`config.mk`:
```
export PLATFORM = sky130hd
export DESIGN_NAME = led_pattern_seq_flat
export DESIGN_NICKNAME = d
export VERILOG_FILES = /design/src/rtl/led_pattern_seq_if.sv /design/src/rtl/led_pattern_seq.sv /design/src/flat_wrapper.sv
export SDC_FILE = /design/constraint.sdc
export NUM_CORES = 1
export LEC_CHECK = 0
export BUFFER_PORTS_ARGS = -buffer_cell sky130_fd_sc_hd__buf_2
export CAP_MARGIN = 20
export CORE_ASPECT_RATIO = 0.6
export CORE_MARGIN = 3
export CORE_UTILIZATION = 61
export CTS_BUF_LIST = sky130_fd_sc_hd__clkbuf_2
export DETAILED_ROUTE_END_ITERATION = 10
export PLACE_DENSITY = 0.79
export SYNTH_ARGS = -nofsm -noshare
export SYNTH_HDL_FRONTEND = slang
export SYNTH_SLANG_ARGS = --single-unit
```
`constraint.sdc`:
```
create_clock -name clk100 -period 2.75 [get_ports clk100]
set_input_delay 0.55 -clock clk100 [delete_from_list [all_inputs] [get_ports clk100]]
set_output_delay 0.55 -clock clk100 [all_outputs]
set_load 0.01 [all_outputs]
```
`src/rtl/led_pattern_seq_if.sv`:
```
// Control/config and LED-counter side of the pattern sequencer.
// The master drives config and start/stop; the slave is the sequencer.
interface led_pattern_seq_if #(
    parameter int DEPTH   = 8,
    parameter int DIV_W   = 5,
    parameter int DWELL_W = 8
);
    localparam int AW = $clog2(DEPTH);

    logic               cfg_we_i;
    logic [AW-1:0]      cfg_addr_i;
    logic [DIV_W-1:0]   cfg_div_i;
    logic [DWELL_W-1:0] cfg_dwell_i;
    logic [AW:0]        len_i;
    logic               loop_i;
    logic               start_i;
    logic               stop_i;
    logic [DIV_W-1:0]   div_o;
    logic               wren_o;
    logic [AW-1:0]      idx_o;
    logic               busy_o;
    logic               done_o;

    modport master (
        output cfg_we_i, cfg_addr_i, cfg_div_i, cfg_dwell_i, len_i, loop_i, start_i, stop_i,
        input  div_o, wren_o, idx_o, busy_o, done_o
    );

    modport slave (
        input  cfg_we_i, cfg_addr_i, cfg_div_i, cfg_dwell_i, len_i, loop_i, start_i, stop_i,
        output div_o, wren_o, idx_o, busy_o, done_o
    );
endinterface

```
`src/rtl/led_pattern_seq.sv`:
```
// Steps an LED blink counter through a table of (divisor, dwell) entries,
// holding each divisor for dwell * TICK_CNT cycles, once or looping.
module led_pattern_seq #(
    parameter int DEPTH    = 8,
    parameter int TICK_CNT = 100000000,
    parameter int DIV_W    = 5,
    parameter int DWELL_W  = 8
) (
    input logic              clk100,
    input logic              rst,
    led_pattern_seq_if.slave bus
);
    localparam int AW = $clog2(DEPTH);
    localparam int TW = (TICK_CNT > 1) ? $clog2(TICK_CNT) : 1;
    localparam logic [TW-1:0] TICK_LAST = TW'(TICK_CNT - 1);
    localparam logic [AW:0]   LEN_MAX   = (AW + 1)'(DEPTH);

    typedef struct packed {
        logic [DIV_W-1:0]   div;
        logic [DWELL_W-1:0] dwell;
    } entry_t;

    typedef enum logic [1:0] {IDLE, APPLY, DWELL} state_t;

    entry_t             tbl [DEPTH];
    state_t             state;
    logic [AW-1:0]      idx;
    logic [AW:0]        len;
    logic               loop;
    logic [TW-1:0]      tick;
    logic [DWELL_W-1:0] dwell;
    logic               fin;
    logic [DIV_W-1:0]   div_q;
    logic               wren_q;
    logic [AW-1:0]      idx_q;
    logic               busy_q;
    logic               done_q;

    // Non-blocking write: an APPLY of the same address on the same edge sees the old entry.
    always_ff @(posedge clk100) begin
        if (rst) begin
            for (int i = 0; i < DEPTH; i++) tbl[i] <= '0;
        end else if (bus.cfg_we_i) begin
            tbl[bus.cfg_addr_i] <= '{div: bus.cfg_div_i, dwell: bus.cfg_dwell_i};
        end
    end

    always_ff @(posedge clk100) begin
        if (rst) begin
            state  <= IDLE;
            idx    <= '0;
            len    <= '0;
            loop   <= 1'b0;
            tick   <= '0;
            dwell  <= '0;
            fin    <= 1'b0;
            div_q  <= '0;
            wren_q <= 1'b0;
            idx_q  <= '0;
            busy_q <= 1'b0;
            done_q <= 1'b0;
        end else begin
            wren_q <= 1'b0;
            done_q <= 1'b0;
            if (bus.stop_i) begin
                state  <= IDLE;
                tick   <= '0;
                dwell  <= '0;
                fin    <= 1'b0;
                busy_q <= 1'b0;
            end else begin
                case (state)
                    IDLE: begin
                        if (bus.start_i && bus.len_i != '0) begin
                            len   <= (bus.len_i > LEN_MAX) ? LEN_MAX : bus.len_i;
                            loop  <= bus.loop_i;
                            idx   <= '0;
                            state <= APPLY;
                        end
                    end
                    APPLY: begin
                        div_q  <= tbl[idx].div;
                        wren_q <= 1'b1;
                        idx_q  <= idx;
                        busy_q <= 1'b1;
                        dwell  <= (tbl[idx].dwell == '0) ? DWELL_W'(1) : tbl[idx].dwell;
                        tick   <= '0;
                        state  <= DWELL;
                    end
                    DWELL: begin
                        // fin spends one extra cycle so done lands where the next wren would have.
                        if (fin) begin
                            fin    <= 1'b0;
                            done_q <= 1'b1;
                            busy_q <= 1'b0;
                            state  <= IDLE;
                        end else if (tick == TICK_LAST) begin
                            tick <= '0;
                            if (dwell > DWELL_W'(1)) begin
                                dwell <= dwell - 1'b1;
                            end else if ({1'b0, idx} != len - 1'b1) begin
                                idx   <= idx + 1'b1;
                                state <= APPLY;
                            end else if (loop) begin
                                idx   <= '0;
                                state <= APPLY;
                            end else begin
                                fin <= 1'b1;
                            end
                        end else begin
                            tick <= tick + 1'b1;
                        end
                    end
                    default: state <= IDLE;
                endcase
            end
        end
    end

    assign bus.div_o  = div_q;
    assign bus.wren_o = wren_q;
    assign bus.idx_o  = idx_q;
    assign bus.busy_o = busy_q;
    assign bus.done_o = done_q;
endmodule

```
`src/flat_wrapper.sv`:
```
// flat-port wrapper written by rule: the top's interface ports become plain ports
module led_pattern_seq_flat 
#(
    parameter int DEPTH    = 8,
    parameter int TICK_CNT = 100000000,
    parameter int DIV_W    = 5,
    parameter int DWELL_W  = 8
)
  (clk100, rst, bus_cfg_we_i, bus_cfg_addr_i, bus_cfg_div_i, bus_cfg_dwell_i, bus_len_i, bus_loop_i, bus_start_i, bus_stop_i, bus_div_o, bus_wren_o, bus_idx_o, bus_busy_o, bus_done_o);
  led_pattern_seq_if #(.DEPTH(DEPTH), .DIV_W(DIV_W), .DWELL_W(DWELL_W)) bus_i ();
  input logic clk100;
  input logic rst;
  input wire logic [$bits(bus_i.cfg_we_i)-1:0] bus_cfg_we_i;
  input wire logic [$bits(bus_i.cfg_addr_i)-1:0] bus_cfg_addr_i;
  input wire logic [$bits(bus_i.cfg_div_i)-1:0] bus_cfg_div_i;
  input wire logic [$bits(bus_i.cfg_dwell_i)-1:0] bus_cfg_dwell_i;
  input wire logic [$bits(bus_i.len_i)-1:0] bus_len_i;
  input wire logic [$bits(bus_i.loop_i)-1:0] bus_loop_i;
  input wire logic [$bits(bus_i.start_i)-1:0] bus_start_i;
  input wire logic [$bits(bus_i.stop_i)-1:0] bus_stop_i;
  output wire logic [$bits(bus_i.div_o)-1:0] bus_div_o;
  output wire logic [$bits(bus_i.wren_o)-1:0] bus_wren_o;
  output wire logic [$bits(bus_i.idx_o)-1:0] bus_idx_o;
  output wire logic [$bits(bus_i.busy_o)-1:0] bus_busy_o;
  output wire logic [$bits(bus_i.done_o)-1:0] bus_done_o;
  assign bus_i.cfg_we_i = bus_cfg_we_i;
  assign bus_i.cfg_addr_i = bus_cfg_addr_i;
  assign bus_i.cfg_div_i = bus_cfg_div_i;
  assign bus_i.cfg_dwell_i = bus_cfg_dwell_i;
  assign bus_i.len_i = bus_len_i;
  assign bus_i.loop_i = bus_loop_i;
  assign bus_i.start_i = bus_start_i;
  assign bus_i.stop_i = bus_stop_i;
  assign bus_div_o = bus_i.div_o;
  assign bus_wren_o = bus_i.wren_o;
  assign bus_idx_o = bus_i.idx_o;
  assign bus_busy_o = bus_i.busy_o;
  assign bus_done_o = bus_i.done_o;
  led_pattern_seq #(.DEPTH(DEPTH), .TICK_CNT(TICK_CNT), .DIV_W(DIV_W), .DWELL_W(DWELL_W)) u_core (.clk100(clk100), .rst(rst), .bus(bus_i));
endmodule
```
* After elaboration in Yosys (flattened, before gate mapping) *
Memory sizes are Yosys's and may differ from the RTL's. A register that Yosys moved wholly into a read port is not among the register bits.
Cells that the tools add are included.

storage, ports and cells
  flip-flop bits (word level) = 57
  latch bits = 0
  memory bits (writable) = 104
  bits in read-only memories = 0
  input port bits = 26
  output and inout port bits = 11
  logic and storage cells = 93
  memories = 1

memory list
  memory      depth  bits a word  rd ports  clocked after memory_dff  wr ports  RTL line               text
  u_core.tbl  8      13           1         1                         8         led_pattern_seq.sv:25  entry_t tbl [DEPTH];

operators by class
  add/sub/neg operators = 4
  multiply operators = 0
  div/mod/pow operators = 0
  $lt $le $gt $ge = 2
  equality and inequality tests = 14
  shift-type cells = 0
  multiplexer cells = 42
  bitwise operators = 2
  reductions and logical operators = 16

operators by type and width
  cell                     count
  $mux W27                 2
  $pmux W27 S2             1
  $mux W8                  4
  $add A27 B1 Y27 const B  1
  $eq A27 B27 Y1 const B   1
  $mux W3                  9
  $pmux W8 S2              1
  $mux W1                  14
  $mux W13                 1
  $reduce_or A13 Y1        1
  $mux W2                  6
  $gt A8 B1 Y1 const B     1
  $logic_not A8 Y1         1
  $ne A2 B1 Y1 const B     4
  $reduce_and A4 Y1        2
  $sub A8 B1 Y8 const B    1
  $reduce_and A7 Y1        1
  $ne A3 B1 Y1 const B     2
  $pmux W2 S3              1
  $pmux W3 S2              1
  $reduce_and A2 Y1        3
  $gt A4 B4 Y1 const B     1
  $mux W4                  1
  $ne A2 B2 Y1 const B     2
  16 further kinds         18

* Longest topological paths before layout *
Gate-level depths: netlist of run 1.

  depth after elaboration = 9
  mapped depth = 8
  mapped depth without buffers = 8

* Worst setup path after synthesis of run 1 *
OpenSTA, ideal clock, no wires.

  kind = register to register
  from = register u_core.tick[0]
  to = register (tool-made name)
  setup time = 0.070 ns
  arrival time = 2.158 ns
  required time = 2.680 ns
  path slack = 0.522 ns
  stages on the path, launching flop included = 8
  path buffers = 0
  clock period less this slack = 2.228 ns
  cells stage by stage = dfxtp_1 -> ha_1 -> inv_1 -> or4_4 -> nor3_4 -> o211ai_4 -> or4_4 -> a21oi_1

RTL lines
  element                 RTL line                text
  start, declared         led_pattern_seq.sv:30   logic [TW-1:0] tick;
  start signal, assigned  led_pattern_seq.sv:111  tick <= tick + 1'b1;

* Final worst setup path of run 1 *
  from = register u_core.tick[0]
  to = register u_core.tick[26]

on the way
  word-level cells in the longest chain between the ends = 4
  elaborated cells on any way between the ends = 5
  classes of those cells = add/sub (1); eq/ne (1); mux (3)

ends and longest elaborated chain
  element                                            RTL line                                       text
  $add A27 B1 Y27 or $eq A27 B27 Y1 (tied branches)  led_pattern_seq.sv:111, led_pattern_seq.sv:97
  $mux W27 (*)                                       led_pattern_seq.sv:97                          end else if (tick == TICK_LAST) begin
  $mux W27 (*)                                       led_pattern_seq.sv:92                          if (fin) begin
  $pmux W27 S2 (*)                                   led_pattern_seq.sv:72                          case (state)

Mark *: on every way between the ends. The rest lies on a longest branch, timed or not. The select of a mux whose other input is x is not followed.
A chain may end at the register's enable or synchronous reset.

==> flow_summary.toml, run 1 <==
[setup_path]
cp-end-kind = "flop"
startpoint_type = "flop"
crit_buf_inv = 2
path_delay_family = "simple AND/OR/NAND/NOR gates"
critPathKind = "reg2reg"
arrival_ps = 3180
r2r_setup_slack_ps = 210
critical_path.cell_chain = "ha_1, inv_1, or4_1, o31ai_2, nor3_1, buf_4, a41oi_1, a31oi_1"
slowest_cell_on_the_critical_path = "sky130_fd_sc_hd__or4_1"
cp_max_fo = 9
timing.critical_path.required_ps = 3380
slowest_delay_ps = 620

[floorplanning]
die_h_um = 93.6
initial_core_util = 0.636
width_of_the_die_um = 152
core_um2 = 12300
die_area_um2 = 14200
io-pin-count = 37
row_count = 31

[layout]
n_fill_cell = 941
flow.area_growth_from_synthesis_pct = 8.68
antenna_cells = 0
drive_above_1_share = 0.192
nNetsFinal = 757

[synthesis]
synth_warnings = 0
post_synth_most_frequent_cells = "sky130_fd_sc_hd__and2_1 (105), sky130_fd_sc_hd__edfxtp_1 (104), sky130_fd_sc_hd__nor2_1 (70)"
synth_most_common_cell = "sky130_fd_sc_hd__and2_1"
ys_seq_elements = 164
post_synth.cell_area_avg_um2 = 11.6
synth.yosys.seq_area_share = 0.554
yosysTopAreaCellShare = 0.400
mappedNetlistArea_um2 = 7800
synth_top_cell_by_area = "sky130_fd_sc_hd__edfxtp_1"
synth_ff_type = "sky130_fd_sc_hd__edfxtp_1"
synth_cell_types = 58
synth_edf_count = 104
post_synth_inst_count = 675
ys_async_rst_share = 0
syn_nets = 706
synth.area.top_cells = "sky130_fd_sc_hd__edfxtp_1 (40%), sky130_fd_sc_hd__dfxtp_1 (15%), sky130_fd_sc_hd__and2_1 (8.4%), sky130_fd_sc_hd__mux4_2 (7.5%), sky130_fd_sc_hd__nor2_1 (3.4%)"

[timing]
fin_setup_tns_ps = 0
tightestPinTransition_ps = 780
finalMaxSlewViolations = 0
report.final.setup_viol = 0
peak_clock_frequency_supported_by_timing_mhz = 393
number_of_failing_hold_endpoints_at_the_final_stage = 0
max_slew_margin = 0.476
finClkSkew_ps = 23.0
final.period_utilization = 0.924
timing.final.ws_setup_ps = 208
final.min_clock_period_ps = 2540
rsz0062_at_grt = "no"

[route]
antenna_violating_nets_post_route = 0
post_drt_wl_per_cell_um = 20.3
route.vias.total = 5625
post_drt_via_cell_ratio = 6.22
detailed_route_iter0_violations = 591
routed_wirelength_mm = 18.4
detail_route.drc_violations = 0
firstDrtPassIters = 5

[clock_tree]
cts.reportedPaths.clkPinSlew_ps = 220
cts.root.buffer_cell = "sky130_fd_sc_hd__clkbuf_2"
cts_tree = "built"
clock_tree.htree_level_count = 4
ctsLongestPathBuffers = 2
postCtsHoldBufs = 0
cts.sink_count = 164
postCtsSetupBuffers = 0
num_cts_buffers = 17
clk_latency_ps = 730
cts.repair.resized = 0

[global_routing]
number_of_antenna_violations_at_the_first_check_in_global_routing = 0
total_routing_resource_utilization_after_global_routing = 0.270
grt_max_degree = 22
grt_first_pass_wirelength_mm = 29.3
gr-total-overflow = 0
via_count_of_the_first_global_routing_pass = 5421

[pwr]
power.leakage_nw = 2.94
max-vdd-ir-drop_mv = 0.334
combPwrFrac = 0.069
p_switching_w = 0.00108
p_int_w = 0.00316
power.density_cell_area_nw_per_um2 = 500
clkPwrFrac = 0.278
seqPwrFrac = 0.653
power_switching_share = 0.255

[outcome]
status = "finished, final reports clean"

[hold_path]
worst_hold_path_type = "in2reg"

[placed_design]
place.detailed.hpwl_mm = 12.7
io_buffer_count = 36
dp_slack_ps = 274
gp_congestion = 0.918

[flow_run]
drv.max_cap_violation_count = 0
cell usage in the layout, fill, tap and decap left out, drive strengths merged, types with 3 or more instances in the layout:
cell      instances
a211oi            7
a21oi            29
a31oi             5
and2            105
and4              3
buf              63
clkbuf           19
clkinv            6
clkinvlp          6
dfxtp            60
edfxtp          104
ha                5
inv              10
mux2              3
mux2i            17
mux4             26
nand2            31
nand2b           11
nand3            12
nand3b            5
nand4             8
nor2             70
nor2b             3
nor3             17
nor3b             4
nor4              4
o21a              3
o21ai            27
o311ai            3
o31ai             6
or2              11
or3               6
or4               5
xnor2             5
xor2             13
worst reg2reg max path: cells and delay by family, from the launching register on:
kind	cells	cell delay, ps
buffers and inverters	2	290
adder cells (fa/ha/maj)	1	240
AND/OR/NAND/NOR	2	860
AO/OA/AOI/OAI	3	650
flip-flops	1	430
state kept, by name, summed over array words and instances (netlist names), 2 cells and up, named ones only:
name              cells
u_core.tbl          104
u_core.tick          27
u_core.dwell          8
u_core.bus.div_o      5
u_core.len            4
u_core.bus.idx_o      3
u_core.idx            3
u_core.state          2
stage by stage:
step,total power (W),cells,hold slack (ps),utilization,instance area [um^2]
after floorplan,0.00297,675,432,-,7800
after global placement,0.00309,872,452,0.675,8270
after detailed placement,0.00311,872,471,0.675,8270
after CTS,0.00424,904,20.3,0.692,8480
after global routing,0.00439,904,19.9,0.692,8480
final,0.00424,904,70.6,0.692,8480
power by group through the flow:
stage	Clock [W]	Combinational (W)	Sequential, W
final	0.00118	0.000292	0.00277
after CTS	0.00118	0.000291	0.00277
after floorplan	0	0.000174	0.00280
after global routing	0.00129	0.000319	0.00278
after detailed placement	0	0.000289	0.00282
after global placement	0	0.000279	0.00281
area by class of cell:
type | instances | area (um^2) | area share
Sequential cell | 164 | 4320 | 0.510
Multi-Input combinational cell | 470 | 3320 | 0.392
Timing Repair Buffer | 63 | 383 | 0.0452
Tap cell | 165 | 206 | 0.0244
Clock inverter | 13 | 113 | 0.0133
Clock buffer | 19 | 95.1 | 0.0112
Inverter | 10 | 37.5 | 0.00443
per-layer routing:
metal | part of all wire | routed length [um] | GRT usage
met2 | 0.44 | 8050 | 0.402
met4 | 0.015 | 284 | 0.0793
met5 | 0 | 0 | 0
met3 | 0.094 | 1730 | 0.0490
met1 | 0.45 | 8290 | 0.410
path summary, 6_finish.rpt:
check | startpoint | end | cells after the start
max | u_core.tick[0]$_SDFFE_PP0P_ | u_core.tick[26]$_SDFFE_PP0P_ | 8
min | bus_loop_i | u_core.loop$_SDFFE_PP0P_ | 3
max reg2reg | u_core.tick[0]$_SDFFE_PP0P_ | u_core.tick[26]$_SDFFE_PP0P_ | 8
min reg2reg | u_core.bus.idx_o[1]$_SDFFE_PP0P_ | u_core.bus.idx_o[1]$_SDFFE_PP0P_ | 2
kinds of logic after synthesis:
| group | after synthesis | share of synthesized area |
|---|---|---|
| fa+ha+maj | 5 | 0.00802 |
| flops | 164 | 0.554 |
| xor+xnor | 18 | 0.0202 |
| compound gates | 95 | 0.0771 |
| simple gates | 306 | 0.219 |
| buf+inv | 41 | 0.0202 |
| mux | 46 | 0.101 |
Power figures use the tool's default switching activity.
==> run 2, diff against run 1 <==
--- a/config.mk
+++ b/config.mk
@@ -5,7 +5,7 @@
 export SDC_FILE = /design/constraint.sdc
 export NUM_CORES = 1
 export LEC_CHECK = 0
-export BUFFER_PORTS_ARGS = -buffer_cell sky130_fd_sc_hd__buf_2
+export BUFFER_PORTS_ARGS = -buffer_cell sky130_fd_sc_hd__buf_4
 export CAP_MARGIN = 20
 export CORE_ASPECT_RATIO = 0.6
 export CORE_MARGIN = 3
==> flow_summary.toml, run 2 (synthesis results as in run 1) <==
[route]
detailed_route_iter0_violations = 732
route.vias.total = 5696
firstDrtPassIters = 6
routed_wirelength_mm = 18.5
post_drt_wl_per_cell_um = 20.5
post_drt_via_cell_ratio = 6.30
detail_route.drc_violations = 0
antenna_violating_nets_post_route = 0

[pwr]
post-layout-total-power_w = 0.00445
power.density_cell_area_nw_per_um2 = 517
power.leakage_nw = 3.01
max-vdd-ir-drop_mv = 0.351

[setup_path]
r2r_setup_slack_ps = 160
slowest_cell_on_the_critical_path = "sky130_fd_sc_hd__or4_1"
startpoint_type = "flop"
timing.critical_path.required_ps = 3370
r2r-start = "u_core.tick[0]$_SDFFE_PP0P_"
cp_max_fo = 9
slowest_delay_ps = 610
arrival_ps = 3210
cp-end-kind = "flop"
timing.rr.end = "u_core.tick[20]$_SDFFE_PP0P_"
crit_buf_inv = 3
critPathKind = "reg2reg"
path_delay_family = "simple AND/OR/NAND/NOR gates"
critical_path.cell_chain = "ha_1, inv_1, or4_1, o31ai_2, nor3_1, buf_2, buf_4, a21oi_1, a31oi_1"
rr_worst_depth = 9

[global_routing]
grt_max_degree = 30
total_routing_resource_utilization_after_global_routing = 0.270
number_of_antenna_violations_at_the_first_check_in_global_routing = 0
gr-total-overflow = 0
via_count_of_the_first_global_routing_pass = 5487
grt_first_pass_wirelength_mm = 29.5

[timing]
max_slew_margin = 0.524
tightestPinTransition_ps = 707
rsz0062_at_grt = "no"
fin_setup_tns_ps = 0
finClkSkew_ps = 27.8
number_of_failing_hold_endpoints_at_the_final_stage = 0
report.final.setup_viol = 0
final.min_clock_period_ps = 2590
finalMaxSlewViolations = 0
peak_clock_frequency_supported_by_timing_mhz = 386
final.period_utilization = 0.943

[clock_tree]
cts_tree = "built"
num_cts_buffers = 17
clock_tree.htree_level_count = 4
postCtsHoldBufs = 0
ctsLongestPathBuffers = 2
clk_latency_ps = 730
cts.sink_count = 164
cts.root.buffer_cell = "sky130_fd_sc_hd__clkbuf_2"
cts.reportedPaths.clkPinSlew_ps = 240

[hold_path]
hold_path.startpoint = "bus_loop_i"
timing.hold.worst_path_depth = 3
worst_hold_path_type = "in2reg"
hold_end = "u_core.loop$_SDFFE_PP0P_"

[placed_design]
gp_congestion = 0.917
io_buffer_count = 36
place.detailed.hpwl_mm = 12.9
placed_cells = 871

[layout]
flow.area_growth_from_synthesis_pct = 10.4
nNetsFinal = 757
top_register = "u_core.tbl"
final_cell_mix = "sky130_fd_sc_hd__and2_1 (105), sky130_fd_sc_hd__edfxtp_1 (104), sky130_fd_sc_hd__nor2_1 (70)"
multi_input_area_um2 = 3320
n_fill_cell = 883
fin_cells = 904
final_common_cell = "sky130_fd_sc_hd__and2_1"
drive_above_1_share = 0.194
layout.area.seq_um2 = 4330
antenna_cells = 0
largest_register_ffs = 104
largest_registers = "u_core.tbl: 104 flops, u_core.tick: 27 flops, u_core.dwell: 8 flops"

[floorplanning]
die_h_um = 93.6
io-pin-count = 37
die_area_um2 = 14200
initial_core_util = 0.636
core_um2 = 12300
width_of_the_die_um = 152
row_count = 31

[flow_run]
drv.max_cap_violation_count = 0

[outcome]
status = "finished, final reports clean"
## run 2: cell count changes in the layout (fill, tap and decap cells not counted)
cell                         before  now
sky130_fd_sc_hd__clkinv_1         3    2
sky130_fd_sc_hd__bufinv_16        1    3
sky130_fd_sc_hd__inv_2            0    1
sky130_fd_sc_hd__clkinv_2         0    1
sky130_fd_sc_hd__inv_4            0    1
sky130_fd_sc_hd__buf_2           36    1
sky130_fd_sc_hd__clkbuf_2        19   18
sky130_fd_sc_hd__clkinvlp_4       6    0
sky130_fd_sc_hd__inv_6            0    2
sky130_fd_sc_hd__dfxtp_2          0    1
sky130_fd_sc_hd__buf_4           27   62
sky130_fd_sc_hd__inv_1           10   11
sky130_fd_sc_hd__dfxtp_1         60   59
## run 2: per-layer routing
layer / global-route usage / vias to the layer above / wire length [um]
li1: - / 2576 / -
met1: 0.403 / 2791 / 8510
met2: 0.399 / 293 / 8010
met3: 0.0592 / 36 / 1640
met4: 0.0838 / 0 / 334
met5: 0 / - / 0
## run 2: metrics by stage
step	setup slack [ps]	cell area [um^2]	util	hold WS, ps
2_1_floorplan	522	7800	-	432
3_3_place_gp	326	8350	0.682	457
3_5_place_dp	135	8350	0.682	461
4_1_cts	141	8600	0.702	3.72
5_1_grt	20.6	8610	0.702	13.9
6_report	158	8610	0.702	53.8
## run 2: power breakdown
group / total, W / switching (W) / internal (W)
sequential: 0.00277 / 0.0000446 / 0.00272
combinational: 0.000303 / 0.000179 / 0.000124
clock: 0.00138 / 0.000870 / 0.000510
## run 2: final cells by class
cell class / count / area share
Sequential cell: 164 / 0.502
Timing Repair Buffer: 63 / 0.0546
Clock inverter: 14 / 0.0186
Inverter: 10 / 0.00436
Tap cell: 165 / 0.0240
Multi-Input combinational cell: 470 / 0.386
Clock buffer: 18 / 0.0105
## run 2: worst min-delay path: stages
cell	delay [ps]
sky130_fd_sc_hd__buf_4	80
sky130_fd_sc_hd__mux2i_1	50
sky130_fd_sc_hd__nor2_1	80
## run 2: repair_timing
item                       4_1_cts  5_1_grt
buffers inserted                 0        0
gates resized for setup          0        1
setup endpoints to repair        0        1
## run 2: how the worst max path moves through the flow
stage | start | to | slack (ps) | cells after the start
after floorplan | u_core.tick[0]$_SDFFE_PP0P_ | flop | 520 | 7
after global placement | bus_stop_i | u_core.tick[20]$_SDFFE_PP0P_ | 330 | 6
after detailed placement | bus_stop_i | u_core.tick[20]$_SDFFE_PP0P_ | 130 | 6
after CTS | u_core.tick[17]$_SDFFE_PP0P_ | u_core.tick[20]$_SDFFE_PP0P_ | 140 | 7
after global routing | u_core.tick[0]$_SDFFE_PP0P_ | u_core.tick[21]$_SDFFE_PP0P_ | 20 | 9
final | u_core.tick[0]$_SDFFE_PP0P_ | u_core.tick[20]$_SDFFE_PP0P_ | 160 | 9
